`src/rtl/sram_req_arbiter.sv`:
```
// sram_req_arbiter
// Shares one sram-like master port between instruction fetch (inst) and the
// load/store path (data). Data has fixed priority. A starvation counter
// forces an inst grant after STARVE_LIMIT consecutive data grants made while
// inst was waiting. Only one transaction is outstanding at a time, and the
// winner's request fields are latched at grant so requesters may drop them
// right after addr_ok.
//
// STARVE_LIMIT must be representable in CNT_W bits (2**CNT_W > STARVE_LIMIT).

module sram_req_arbiter #(
    parameter int STARVE_LIMIT = 3,
    parameter int CNT_W        = 2
) (
    input  logic        clk,
    input  logic        reset,

    // instruction fetch port (read-only, word sized)
    input  logic        inst_req,
    input  logic [31:0] inst_addr,
    output logic        inst_addr_ok,
    output logic        inst_data_ok,
    output logic [31:0] inst_rdata,

    // load/store port
    input  logic        data_req,
    input  logic        data_wr,
    input  logic [1:0]  data_size,
    input  logic [31:0] data_addr,
    input  logic [31:0] data_wdata,
    output logic        data_addr_ok,
    output logic        data_data_ok,
    output logic [31:0] data_rdata,

    // shared master port towards the sram-like slave / bridge
    output logic        m_req,
    output logic        m_wr,
    output logic [1:0]  m_size,
    output logic [31:0] m_addr,
    output logic [31:0] m_wdata,
    input  logic        m_addr_ok,
    input  logic        m_data_ok,
    input  logic [31:0] m_rdata
);

    typedef enum logic [1:0] {
        ST_IDLE = 2'd0,
        ST_ADDR = 2'd1,
        ST_DATA = 2'd2
    } state_t;

    localparam logic [CNT_W-1:0] LIMIT_C   = CNT_W'(STARVE_LIMIT);
    localparam logic [1:0]       SIZE_WORD = 2'd2;
    localparam logic             OWNER_INST = 1'b0;
    localparam logic             OWNER_DATA = 1'b1;

    // FSM and latched request fields
    state_t            r_state;
    logic              r_owner;
    logic              r_m_req;
    logic              r_wr;
    logic [1:0]        r_size;
    logic [31:0]       r_addr;
    logic [31:0]       r_wdata;

    // fairness and read-data mirrors
    logic [CNT_W-1:0]  r_starve_cnt;
    logic [31:0]       r_inst_rdata;
    logic [31:0]       r_data_rdata;

    // combinational grant / completion decode
    logic              w_idle;
    logic              w_force_inst;
    logic              w_grant_data;
    logic              w_grant_inst;
    logic              w_done;
    logic              w_inst_done;
    logic              w_data_done;

    // Grant and completion decode. Nothing is granted or completed while
    // reset is asserted, so a reset cycle never produces a handshake pulse.
    always_comb begin
        w_idle       = (r_state == ST_IDLE) && !reset;
        w_force_inst = (r_starve_cnt == LIMIT_C);
        w_grant_data = w_idle && data_req && !(w_force_inst && inst_req);
        w_grant_inst = w_idle && inst_req && !w_grant_data;
        // Completion either in DATA, or in ADDR when the slave accepts the
        // address and finishes in the same cycle.
        w_done       = !reset &&
                       (((r_state == ST_ADDR) && m_addr_ok && m_data_ok) ||
                        ((r_state == ST_DATA) && m_data_ok));
        w_inst_done  = w_done && (r_owner == OWNER_INST);
        w_data_done  = w_done && (r_owner == OWNER_DATA);
    end

    // Main FSM: grant in IDLE, address phase in ADDR, wait for data in DATA.
    always_ff @(posedge clk) begin
        if (reset) begin
            r_state <= ST_IDLE;
            r_owner <= OWNER_INST;
            r_m_req <= 1'b0;
            r_wr    <= 1'b0;
            r_size  <= 2'd0;
            r_addr  <= 32'd0;
            r_wdata <= 32'd0;
        end else begin
            case (r_state)
                ST_IDLE: begin
                    if (w_grant_data) begin
                        r_owner <= OWNER_DATA;
                        r_wr    <= data_wr;
                        r_size  <= data_size;
                        r_addr  <= data_addr;
                        r_wdata <= data_wdata;
                        r_m_req <= 1'b1;
                        r_state <= ST_ADDR;
                    end else if (w_grant_inst) begin
                        r_owner <= OWNER_INST;
                        r_wr    <= 1'b0;
                        r_size  <= SIZE_WORD;
                        r_addr  <= inst_addr;
                        r_wdata <= 32'd0;
                        r_m_req <= 1'b1;
                        r_state <= ST_ADDR;
                    end
                end
                ST_ADDR: begin
                    // m_data_ok without m_addr_ok is a stray and is ignored.
                    if (m_addr_ok) begin
                        r_m_req <= 1'b0;
                        r_state <= m_data_ok ? ST_IDLE : ST_DATA;
                    end
                end
                ST_DATA: begin
                    if (m_data_ok) begin
                        r_state <= ST_IDLE;
                    end
                end
                default: begin
                    r_m_req <= 1'b0;
                    r_state <= ST_IDLE;
                end
            endcase
        end
    end

    // Starvation counter: counts data grants that overtook a waiting fetch,
    // saturates at the limit, and clears on any grant with no fetch waiting.
    always_ff @(posedge clk) begin
        if (reset) begin
            r_starve_cnt <= '0;
        end else if (w_grant_data) begin
            if (inst_req) begin
                if (r_starve_cnt != LIMIT_C) begin
                    r_starve_cnt <= r_starve_cnt + CNT_W'(1);
                end
            end else begin
                r_starve_cnt <= '0;
            end
        end else if (w_grant_inst) begin
            r_starve_cnt <= '0;
        end
    end

    // Read-data mirrors hold the last delivered word for each requester.
    always_ff @(posedge clk) begin
        if (reset) begin
            r_inst_rdata <= 32'd0;
            r_data_rdata <= 32'd0;
        end else begin
            if (w_inst_done) begin
                r_inst_rdata <= m_rdata;
            end
            if (w_data_done) begin
                r_data_rdata <= m_rdata;
            end
        end
    end

    // Requester-side handshakes; rdata passes straight through on completion.
    assign inst_addr_ok = w_grant_inst;
    assign data_addr_ok = w_grant_data;
    assign inst_data_ok = w_inst_done;
    assign data_data_ok = w_data_done;
    assign inst_rdata   = w_inst_done ? m_rdata : r_inst_rdata;
    assign data_rdata   = w_data_done ? m_rdata : r_data_rdata;

    // Master side is driven entirely from registers.
    assign m_req   = r_m_req;
    assign m_wr    = r_wr;
    assign m_size  = r_size;
    assign m_addr  = r_addr;
    assign m_wdata = r_wdata;

endmodule
```
`config.mk`:
```
export PLATFORM = sky130hd
export DESIGN_NAME = sram_req_arbiter
export DESIGN_NICKNAME = d
export VERILOG_FILES = /design/src/rtl/sram_req_arbiter.sv
export SDC_FILE = /design/constraint.sdc
export NUM_CORES = 1
export LEC_CHECK = 0
export ABC_AREA = 1
export BUFFER_PORTS_ARGS = -buffer_cell sky130_fd_sc_hd__buf_2
export CORE_MARGIN = 4
export CORE_UTILIZATION = 30
export DETAILED_ROUTE_END_ITERATION = 16
export HOLD_SLACK_MARGIN = 0.08
export PLACE_DENSITY = 0.65
export RECOVER_POWER = 100
export SYNTH_ARGS = -nofsm -noshare
export SYNTH_HDL_FRONTEND = slang
export SYNTH_SLANG_ARGS = --single-unit
```
`constraint.sdc`:
```
create_clock -name clk -period 2.95 [get_ports clk]
set_input_delay 0.295 -clock clk [delete_from_list [all_inputs] [get_ports clk]]
set_output_delay 0.295 -clock clk [all_outputs]
set_load 0.05 [all_outputs]
```
==> flow_results.org <==
** Outcome
- Status :: finished with violations
- Failing checks :: capacitance limit, slew limit

** STA
- Across the routed clock network, the largest skew measured is about 0.0094 ns.
- Slew Limit Headroom :: -16.4%
- Final hold viol count :: 0
- Subtracting the final worst setup slack from the clock period gives between 2 and 3 ns.
- For the final routed database, the setup TNS stands at 0 ns.
- At the pin with the least slew margin, the transition time is 1.75 ns.
- Dividing the final minimum period by the clock period gives 91.7%.
- The max-slew violation count was 40.
- Static timing analysis puts the maximum clock frequency at roughly 0.37 GHz.
- Setup repair after global routing missed its margin :: false
- Final Setup Violations :: 0

** Placed design
- Counting tap cells, the placed design contains a total of 1,279 instances.
- Port buffering added ~270 buffers.
- Placed wire-length estimate after detailed placement :: 11,600 um
- Routability congestion estimate :: 0.809

** Die
- Core Footprint :: ~19,000 um^2
- In this run the core area contains 50 standard-cell rows.
- Boundary pin count :: 273
- Area enclosed by the die boundary :: 21,200 um^2
- Vertical die dimension :: 146 um
- Effective utilization at floorplan :: 30.5%
- The floorplan step set the die width to 146 um.

** Layout
- From synthesis to final layout, the design area changed by 36.0%.
- The sequential cells in the finished layout cover a total of around 2700 um^2.
- In the final layout, the multi-input gates occupy ~2100 um^2.
- After filler insertion, the fill cell instance count of the layout stands at 1,977.
- Filler-free cell count of the finished design :: 1,311
- Fraction of layout instances using a drive strength above 1 :: 22.9%
- 0 antenna diodes ended up in the layout.
- Number of nets in the layout :: approximately 1,200

** Global route
- The number of antenna violations at the first check in global routing was 1.
- Vias in the first global route :: 5,555
- Fraction of met2 tracks used by global routing :: 26.0%
- In the global route stage, overall resource usage came out at 14.7%.
- Fraction of met3 tracks used by global routing :: 4.02%
- The first global-routing pass estimated 26,100 um of wire.
- Maximum number of pins on one net before global-route repair :: between 60 and 70
- The layer flagged by global routing as most heavily used is met2.
- Grt ovf :: 0
- In the global route stage, met1 resource usage came out at 16.6%.

** Hold path
- Capture endpoint of the worst hold path :: m_addr[25]
- Count of cells along the worst hold path :: 3
- In this run the most critical hold path is launched from data_addr[25].
- Class of the tightest hold or removal check :: in -> reg

** Clocking
- Root buffer selected by CTS :: clkbuf_16
- Clock tree from TritonCTS :: yes
- The H-tree was split into 4 levels.
- The clock passes through at most 2 buffers.
- Count of clock tree sinks :: 137
- Clock-pin slew reported for the worst setup and hold paths after clock tree synthesis :: 0.06 ns
- TritonCTS Buffers :: 17
- Hold buffer count at CTS :: 0
- The clock reaches the later pin of the worst-skew pair after just over 0.4 ns.

** Synthesis
- Cell type with the highest aggregate area in the netlist :: dfxtp_1
- For this run, the register share of the synthesized area comes to about half.
- The mapped netlist covers about 5700 um^2.
- Register bit count reported by yosys :: approximately 140
- Counting every instance in the synthesized netlist gives 816.
- After synthesis, the mean cell area works out to ~7 um^2.
- Synthesis produced a netlist with a net count of 954.
- Yosys cell types :: 21
- Warnings, synthesis :: 0
- The top cell type by area accounts for 48.2% of the synthesized area.
- Cell types occupying the most area after synthesis :: dfxtp_1 48%, nand2_1 12%, inv_1 9.2%, o21ai_1 7.1%, a21oi_1 6.1%

** Worst setup path
- The worst register-to-register path ends at m_addr[14].
- Across all register-to-register paths, the minimum setup slack is 0.61 ns.
- In this run the worst setup path begins at reset.
- Type of element launching the critical path :: input port
- Start-to-end type of the worst setup path :: in -> out
- Critical path endpoint category :: output pin
- CP required :: around 2.7 ns
- Biggest fanout along the worst timing path :: 29
- Reg2Reg Launch Point :: r_state[0]
- Depth of the most critical reg-to-reg path :: 8
- For the worst setup path, the data arrival time is 2.41 ns.

** Pwr
- Total power for the finished layout comes to 5.09 mW.
- P per Cell Area :: 658 nW/um^2
- Max VDD drop :: around 0.00034 V
- The analysis attributes to cell leakage a power of 4.19 nW.

** Run
- Max-cap violations in this run came to 1.

** Route
- In the routed design, unresolved DRC markers number 0.
- Starting DRC count in detailed routing :: 243
- The routed design has 16,200 um of wire.
- In this run the remaining antenna-violating nets after routing total 0.
- Using the TritonRoute via totals, the vias-per-cell ratio works out to 4.39.
- Dividing the detail-routed wire length by the instance count gives 12.3 um.
- The first detailed-routing pass ran for 4 iterations.
- The detailed router placed 5,754 vias in this run.
-- state kept, by name, indices dropped and copies added, names as in the netlist --
name,flops
m_addr,32
m_wdata,32
m_size,2
r_inst_rdata,32
r_state,2
r_starve_cnt,2
m_wr,1
m_req,1
r_data_rdata,32
r_owner,1
-- layout make-up --
class,instances,share of cell area [%]
Clock buffer,22,6.13
Clock inverter,10,2.44
Inverter,153,7.43
Multi-Input combinational cell,476,27.6
Sequential cell,137,35.5
Tap cell,234,3.79
Timing Repair Buffer,279,17.1
-- metrics by stage --
step | hold slack (ns) | util, % | worst slack (ns) | area [um^2]
2_1_floorplan | 0.437 | - | 1.13 | 5690
3_5_place_dp | 0.450 | 38.5 | 0.581 | 7180
5_1_grt | 0.121 | 41.5 | 0.0682 | 7730
4_1_cts | 0.110 | 42.1 | 0.198 | 7850
3_3_place_gp | 0.446 | 38.5 | 0.588 | 7180
6_report | 0.135 | 41.5 | 0.246 | 7730
-- critical path, cell delays in order --
cell and delay (ns):
clkbuf_2 0.37, inv_2 0.44, nand2_2 0.29, nor2_2 0.60
buf_2 0.39
-- synth_stat cells --
cell type	instances
clkbuf_1	19
nor2_1	73
inv_1	140
nand2_1	176
nor2_2	1
nand4_1	1
nor3_1	1
dfxtp_1	137
a21oi_4	1
o21bai_1	14
ha_1	1
o21ai_1	81
nor2_4	1
nand3_1	36
o21ai_0	19
buf_4	3
buf_1	1
a21oi_1	69
nand2_2	2
buf_2	27
inv_2	13
-- placed cells by master (no fill, tap or decap), types with 2 or more instances in the layout --
cell type,n
clkbuf_1,82
o21ai_0,83
nand3_1,34
o21bai_1,14
inv_1,140
clkbuf_16,17
nor2_1,73
buf_2,137
bufinv_16,5
o21ai_1,17
dfxtp_1,137
buf_4,5
inv_2,13
a21oi_1,70
clkbuf_2,56
nor2_2,2
clkbuf_8,3
nand2_1,177
clkinv_4,2
-- cells by family after synthesis --
logic type | Yosys count | synth area share (%)
flip-flops | 137 | 48.2
AO/OA/AOI/OAI | 184 | 17.0
AND/OR/NAND/NOR | 291 | 20.3
buffers and inverters | 203 | 14.2
adder cells (fa/ha/maj) | 1 | 0.220
-- power by group --
group | total, mW | internal [mW] | switching [mW]
registers | 1.96 | 1.93 | 0.0343
logic | 0.760 | 0.188 | 0.571
clock network | 2.36 | 1.57 | 0.790
total | 5.09 | 3.69 | 1.40
-- repair_timing --
| action | CTS | global route |
|---|---|---|
| gates resized for setup | 0 | 1 |
| endpoints found under the hold margin | 0 | 0 |
| endpoints found under the setup margin | 0 | 16 |
| buffers inserted | 0 | 0 |
-- metal layers --
| metal | vias up | share of wire, % | routed length, um |
|---|---|---|---|
| li1 | 2997 | - | - |
| met1 | 2561 | 43 | 6940 |
| met2 | 163 | 50 | 8030 |
| met3 | 31 | 4.9 | 786 |
| met4 | 2 | 2.5 | 405 |
| met5 | - | 0.043 | 7 |
-- worst max-delay path by stage --
stage / endpoint / slack (ns) / cells past startpoint
finish: data_addr_ok / 0.25 / 5
global route: inst_rdata[0] / 0.07 / 8
detailed placement: inst_rdata[0] / 0.58 / 7
floorplan: m_addr[14] / 1.13 / 9
CTS: inst_rdata[8] / 0.20 / 9
global placement: inst_rdata[8] / 0.59 / 8
Note: power is estimated with default switching activity, not from simulation.
